[config.mk]
export PLATFORM = sky130hd
export DESIGN_NAME = sync_fifo_param
export DESIGN_NICKNAME = d
export VERILOG_FILES = /design/src/rtl/fifo_pkg.sv /design/src/rtl/fifo_dpram.sv /design/src/rtl/sync_fifo_param.sv
export SDC_FILE = /design/constraint.sdc
export NUM_CORES = 1
export LEC_CHECK = 0
export CORE_MARGIN = 1
export CORE_UTILIZATION = 45
export DETAILED_ROUTE_END_ITERATION = 8
export SLEW_MARGIN = 20
export SYNTH_ARGS = -nofsm -noshare
export SYNTH_HDL_FRONTEND = slang
export SYNTH_SLANG_ARGS = --single-unit
[constraint.sdc]
create_clock -name clk -period 3.35 [get_ports clk]
set_input_delay 0.67 -clock clk [delete_from_list [all_inputs] [get_ports clk]]
set_output_delay 0.67 -clock clk [all_outputs]
set_load 0.02 [all_outputs]
[src/rtl/fifo_pkg.sv]
// Shared definitions for the parametrised FIFO family: default sizes,
// a constant-evaluable ceil-log2 helper and the status bundle used by monitors.
package fifo_pkg;

    localparam int FIFO_DEF_W     = 8;
    localparam int FIFO_DEF_DEPTH = 16;

    // Flag bundle; the top keeps its registered flags in this form so that
    // monitors can tap one vector.
    typedef struct packed {
        logic empty;
        logic full;
        logic aempty;
        logic afull;
        logic ovf;
        logic udf;
    } fifo_status_t;

    // Smallest r with 2**r >= value; usable in parameter and port expressions.
    function automatic int clog2(input int value);
        int r;
        r = 32'sd0;
        while ((32'sd1 << r) < value) begin
            r = r + 32'sd1;
        end
        return r;
    endfunction

endpackage

[src/rtl/fifo_dpram.sv]
// DATA_W x DEPTH dual-port storage: one synchronous write port and one read
// port. The read port is registered (latency 1, resets to zero) by default and
// becomes a combinational look-up of the addressed entry when FIFO_FWFT_EN is
// defined. Storage itself is never cleared.
module fifo_dpram
    import fifo_pkg::*;
#(
    parameter int DATA_W = FIFO_DEF_W,
    parameter int DEPTH  = FIFO_DEF_DEPTH,
    parameter int AW     = clog2(DEPTH)
)(
    input  logic              clk,
    input  logic              rst,
    input  logic              wr_en,
    input  logic [AW-1:0]     wr_addr,
    input  logic [DATA_W-1:0] wr_data,
    input  logic              rd_en,
    input  logic [AW-1:0]     rd_addr,
    output logic [DATA_W-1:0] rd_data
);

    logic [DATA_W-1:0] mem_r [DEPTH];

    // Storage write port; contents survive reset by design.
    always_ff @(posedge clk) begin
        if (wr_en) begin
            mem_r[wr_addr] <= wr_data;
        end
    end

`ifdef FIFO_FWFT_EN
    // Head entry is presented continuously; reset and read strobe are not needed.
    logic unused_s;
    assign unused_s = rst ^ rd_en;
    assign rd_data  = mem_r[rd_addr];
`else
    logic [DATA_W-1:0] rd_data_r;

    // Registered read: captures the addressed entry on an accepted read and
    // holds it until the next one. Reads the pre-write value on address collision.
    always_ff @(posedge clk or posedge rst) begin
        if (rst) begin
            rd_data_r <= {DATA_W{1'b0}};
        end else if (rd_en) begin
            rd_data_r <= mem_r[rd_addr];
        end
    end

    assign rd_data = rd_data_r;
`endif

endmodule

[src/rtl/sync_fifo_param.sv]
// Parametrised single-clock FIFO with programmable almost-full/almost-empty
// levels and single-cycle overflow/underflow pulses. Pointer, occupancy and
// flag logic live here; storage is in fifo_dpram.
// Build option: define FIFO_FWFT_EN for first-word-fall-through output
// (head entry always on buf_out, rd_en acts as pop acknowledge).
module sync_fifo_param
    import fifo_pkg::*;
#(
    parameter int DATA_W = FIFO_DEF_W,
    parameter int DEPTH  = FIFO_DEF_DEPTH,
    parameter int AF_LVL = 12,
    parameter int AE_LVL = 4
)(
    input  logic                   clk,
    input  logic                   rst,
    input  logic [DATA_W-1:0]      buf_in,
    input  logic                   wr_en,
    input  logic                   rd_en,
    output logic [DATA_W-1:0]      buf_out,
    output logic                   buf_empty,
    output logic                   buf_full,
    output logic                   almost_empty,
    output logic                   almost_full,
    output logic                   overflow,
    output logic                   underflow,
    output logic [clog2(DEPTH):0]  fifo_counter
);

    localparam int AW = clog2(DEPTH);
    localparam int CW = AW + 1;

    localparam logic [AW-1:0] PTR_ONE   = {{(AW-1){1'b0}}, 1'b1};
    localparam logic [CW-1:0] CNT_ZERO  = {CW{1'b0}};
    localparam logic [CW-1:0] CNT_ONE   = {{(CW-1){1'b0}}, 1'b1};
    localparam logic [CW-1:0] CNT_DEPTH = CW'(DEPTH);
    localparam logic [CW-1:0] CNT_AF    = CW'(AF_LVL);
    localparam logic [CW-1:0] CNT_AE    = CW'(AE_LVL);

    localparam fifo_status_t STATUS_RST = '{
        empty: 1'b1, full: 1'b0, aempty: 1'b1, afull: 1'b0, ovf: 1'b0, udf: 1'b0
    };

    logic [AW-1:0] wr_ptr_r;
    logic [AW-1:0] rd_ptr_r;
    logic [CW-1:0] count_r;
    logic [CW-1:0] count_next_s;
    logic          wr_ok_s;
    logic          rd_ok_s;
    fifo_status_t  status_r;
    fifo_status_t  status_next_s;

    // Accept decisions; a write at full is allowed only alongside an accepted read.
    always_comb begin
        rd_ok_s = rd_en & ~status_r.empty;
        wr_ok_s = wr_en & (~status_r.full | rd_ok_s);
    end

    // Next occupancy: simultaneous accepted read and write cancel out.
    always_comb begin
        count_next_s = count_r;
        case ({wr_ok_s, rd_ok_s})
            2'b10:   count_next_s = count_r + CNT_ONE;
            2'b01:   count_next_s = count_r - CNT_ONE;
            default: count_next_s = count_r;
        endcase
    end

    // Flags derived from the next occupancy so they line up with fifo_counter.
    always_comb begin
        status_next_s        = STATUS_RST;
        status_next_s.empty  = (count_next_s == CNT_ZERO);
        status_next_s.full   = (count_next_s == CNT_DEPTH);
        status_next_s.aempty = (count_next_s <= CNT_AE);
        status_next_s.afull  = (count_next_s >= CNT_AF);
        status_next_s.ovf    = wr_en & ~wr_ok_s;
        status_next_s.udf    = rd_en & ~rd_ok_s;
    end

    // Pointer, occupancy and flag registers; pointers wrap naturally at DEPTH.
    always_ff @(posedge clk or posedge rst) begin
        if (rst) begin
            wr_ptr_r <= {AW{1'b0}};
            rd_ptr_r <= {AW{1'b0}};
            count_r  <= CNT_ZERO;
            status_r <= STATUS_RST;
        end else begin
            if (wr_ok_s) begin
                wr_ptr_r <= wr_ptr_r + PTR_ONE;
            end
            if (rd_ok_s) begin
                rd_ptr_r <= rd_ptr_r + PTR_ONE;
            end
            count_r  <= count_next_s;
            status_r <= status_next_s;
        end
    end

    fifo_dpram #(
        .DATA_W (DATA_W),
        .DEPTH  (DEPTH),
        .AW     (AW)
    ) u_mem (
        .clk     (clk),
        .rst     (rst),
        .wr_en   (wr_ok_s),
        .wr_addr (wr_ptr_r),
        .wr_data (buf_in),
        .rd_en   (rd_ok_s),
        .rd_addr (rd_ptr_r),
        .rd_data (buf_out)
    );

    assign buf_empty    = status_r.empty;
    assign buf_full     = status_r.full;
    assign almost_empty = status_r.aempty;
    assign almost_full  = status_r.afull;
    assign overflow     = status_r.ovf;
    assign underflow    = status_r.udf;
    assign fifo_counter = count_r;

endmodule

==> impl_metrics.yaml <==
timing:
  rsz0062_at_grt: "no"
  hold_violations: 0
  skew_ns: 0.005538
  hold_ws_ns: 0.5174
  fmax_ghz: 0.3445
  tns_ns: 0
  setup_viol: 0
  worst_slack_ns: 0.4471
  min_period_over_period_pct: 86.65
  tightestPinTransition_ns: 1.120
  period_needed_ns: 2.903
  slew_headroom_pct: 25.32
  slew_violations: 0
worst_hold_path:
  hold_path_depth: 1
  hold_class: "register to register"
global_routing:
  grt.total_usage_pct: 18.10
  grt_pass1_vias: 3135
  grt-ovfl-total: 0
  antenna_found_initial: 0
  grt_start_max_net_pins: 30
  grt_pass1_wl_um: 18300
die:
  die_area_mm2: 0.01445
  initial_core_util_pct: 46.74
  die_x_um: 120.2
  rows: 42
  die_h_um: 120.2
  core-area_mm2: 0.01345
  io_pins: 31
finish:
  post_layout_nonfiller_instances: 563
  drive_above_1_share_pct: 17.57
  num_antenna_cells: 0
  syn_to_final_growth_pct: 17.49
  nNetsFinal: 394
  fillers: 1079
clock_network:
  cts_made_buffers: 17
  cts_root_buffer: "clkbuf_16"
  clk_latency_ns: 0.42
  cts_setup_buffers: 0
  clk_pin_slew_ns: 0.06
  cts_resized: 0
  clockBufferDepth: 2
  cts_tree: "built"
  cts_sinks: 155
  postCtsHoldBufs: 0
  h-tree-depth: 4
setup_path:
  worstPathArrival_ns: 3.24
  cp_max_fo: 3
  critPathKind: "input pin to register"
  path_common_cell: "ha_1"
  crit-reg2reg-capture: "almost_empty"
  slowest_delay_ns: 0.47
  cp.required_ns: 3.68
  slowest_stage: "clkdlybuf4s50_1"
  r2r_start: "buf_empty"
  r2r_cells: 12
  r2r_slack_ns: 0.72
  endpoint: "almost_empty"
  path_cells: "clkdlybuf4s50_1 -> nand2b_1 -> a21boi_0 -> inv_1 -> ha_1 -> xor2_1 -> ha_1 -> mux2_2 -> o21ai_0 -> nand3_1 -> xnor2_1 -> buf_4 -> nor3_1"
  crit_start: "rd_en"
  end_kind: "register"
  crit_path_start_kind: "input pin"
route:
  drt-vias-per-instance: 5.398
  wire_per_inst_um: 21.17
  antenna_left: 0
  drc: 0
  drt_iter0_drc: 189
  drt-pass1-iter-count: 4
  wirelength_um: 11920
  via_count: 3039
synthesis:
  synth_ff_type: "edfxtp_1"
  syn_avg_cell_area_um2: 18.94
  synth_top_area_share_pct: 61.12
  ys_types: 38
  ys_seq_elements: 155
  syn-instance-count: 332
  synth_async_sr_flop_share_pct: 17.42
  yosys.area.top_type: "edfxtp_1"
  synth_area_leaders: "edfxtp_1, dfrtp_1, mux4_2"
  synth_common_cells: "edfxtp_1, dfrtp_1, mux4_2"
  yosysSeqAreaShare_pct: 71.91
  syn_nets: 352
  synth_most_common_cell: "edfxtp_1"
  netlist_area_mm2: 0.006289
  yosys_warnings: 0
  synth_edf_count: 128
placed_design:
  placed_cells: 531
  routabilityCongestion: 0.7726
  place_ws_ns: 0.05546
  io_buffer_count: 30
  place_hpwl_um: 7619
pwr:
  intPower_mw: 4.578
  power.total_mw: 6.490
  power.leakage_nw: 2.566
  ir_drop_uv: 381.5
  seqPwrFrac_pct: 41.2
  p_clk_share_pct: 29.3
  netSwitchingPower_mw: 1.912
  p_per_area_mw_per_mm2: 878.4
  pwr-share-comb_pct: 29.4
  swShare_pct: 29.47
outcome:
  run_status: "finished, final reports clean"
run:
  drv_cap: 0
-- worst min path at each step --
stage	startpoint	endpoint	slack, ns
6_report	rd_ptr_r[3]	rd_ptr_r[3]	0.52
5_1_grt	rd_ptr_r[3]	rd_ptr_r[3]	0.54
4_1_cts	rd_ptr_r[3]	rd_ptr_r[3]	0.51
3_5_place_dp	rd_ptr_r[3]	rd_ptr_r[3]	0.50
3_3_place_gp	rd_ptr_r[3]	rd_ptr_r[3]	0.50
2_1_floorplan	rd_ptr_r[3]	rd_ptr_r[3]	0.48
-- critical path, delay by kind of cell --
family,cells,cell delay (ns)
buf+inv,3,0.72
mux,1,0.34
xor+xnor,2,0.33
fa+ha+maj,2,0.43
compound gates,2,0.40
simple gates,3,0.35
-- kinds of logic after synthesis --
logic type               count (synthesis)  share of synthesized area [%]
AO/OA/AOI/OAI                           28                          3.024
flip-flops                             155                          71.91
AND/OR/NAND/NOR                         62                          5.452
buffers and inverters                   25                          2.248
adder cells (fa/ha/maj)                  8                          1.592
multiplexers                            43                          14.25
XOR/XNOR                                11                          1.532
-- layer usage --
metal  track usage (%)  up-vias  share of wire, %
met5                 0        -                 0
met4             8.102        0               2.0
met3             3.962       18               3.9
met2             28.59       69                48
met1             24.24     1547                46
li1                  -     1405                 -
-- registers in the layout (all words and copies together) (netlist names) --
name and flops:
underflow 1, almost_empty 1, u_mem.rd_data 8, overflow 1
u_mem.mem_r 128, almost_full 1, rd_ptr_r 4, fifo_counter 5
buf_full 1, wr_ptr_r 4, buf_empty 1
-- per-stage QoR --
step,util [%],area [µm²]
after floorplan,-,6289
after global placement,50.54,6799
after detailed placement,50.54,6799
after CTS,54.92,7388
after global routing,54.92,7388
final,54.92,7388
-- power by group through the flow --
| stage | Sequential (mW) | Clock, mW | Combinational, mW |
|---|---|---|---|
| floorplan | 2.68 | 0 | 1.30 |
| global placement | 2.70 | 0 | 1.91 |
| detailed placement | 2.71 | 0 | 1.93 |
| CTS | 2.68 | 1.94 | 1.95 |
| global route | 2.71 | 2.01 | 2.06 |
| finish | 2.68 | 1.90 | 1.91 |
-- cells in the final DEF, fill, tap and decap left out, types with 3 or more instances in the layout --
| cell | count |
|---|---|
| a211oi_1 | 9 |
| a21oi_1 | 3 |
| and2_1 | 13 |
| and4_1 | 4 |
| buf_4 | 8 |
| bufinv_16 | 3 |
| clkbuf_1 | 5 |
| clkbuf_16 | 17 |
| clkdlybuf4s50_1 | 30 |
| clkinv_2 | 3 |
| dfrtp_1 | 24 |
| edfxtp_1 | 128 |
| ha_1 | 8 |
| inv_1 | 8 |
| mux2_2 | 10 |
| mux4_1 | 14 |
| mux4_2 | 18 |
| nand2_1 | 9 |
| nand2b_1 | 3 |
| nor2_1 | 13 |
| nor2b_1 | 9 |
| nor3_1 | 3 |
| o22ai_1 | 8 |
| xnor2_1 | 9 |
-- area by class of cell --
cell class              count  area (µm²)  area share, %
repair buffers             40       400.4          5.419
clock inverters             8       117.6          1.592
inverters                   8       30.03         0.4064
flip-flops and latches    155        4523          61.22
clock buffers              24       471.7          6.384
multi-input cells         152        1625          22.00
well taps                 176       220.2          2.981
No activity file was read; power rests on OpenSTA's default activity.
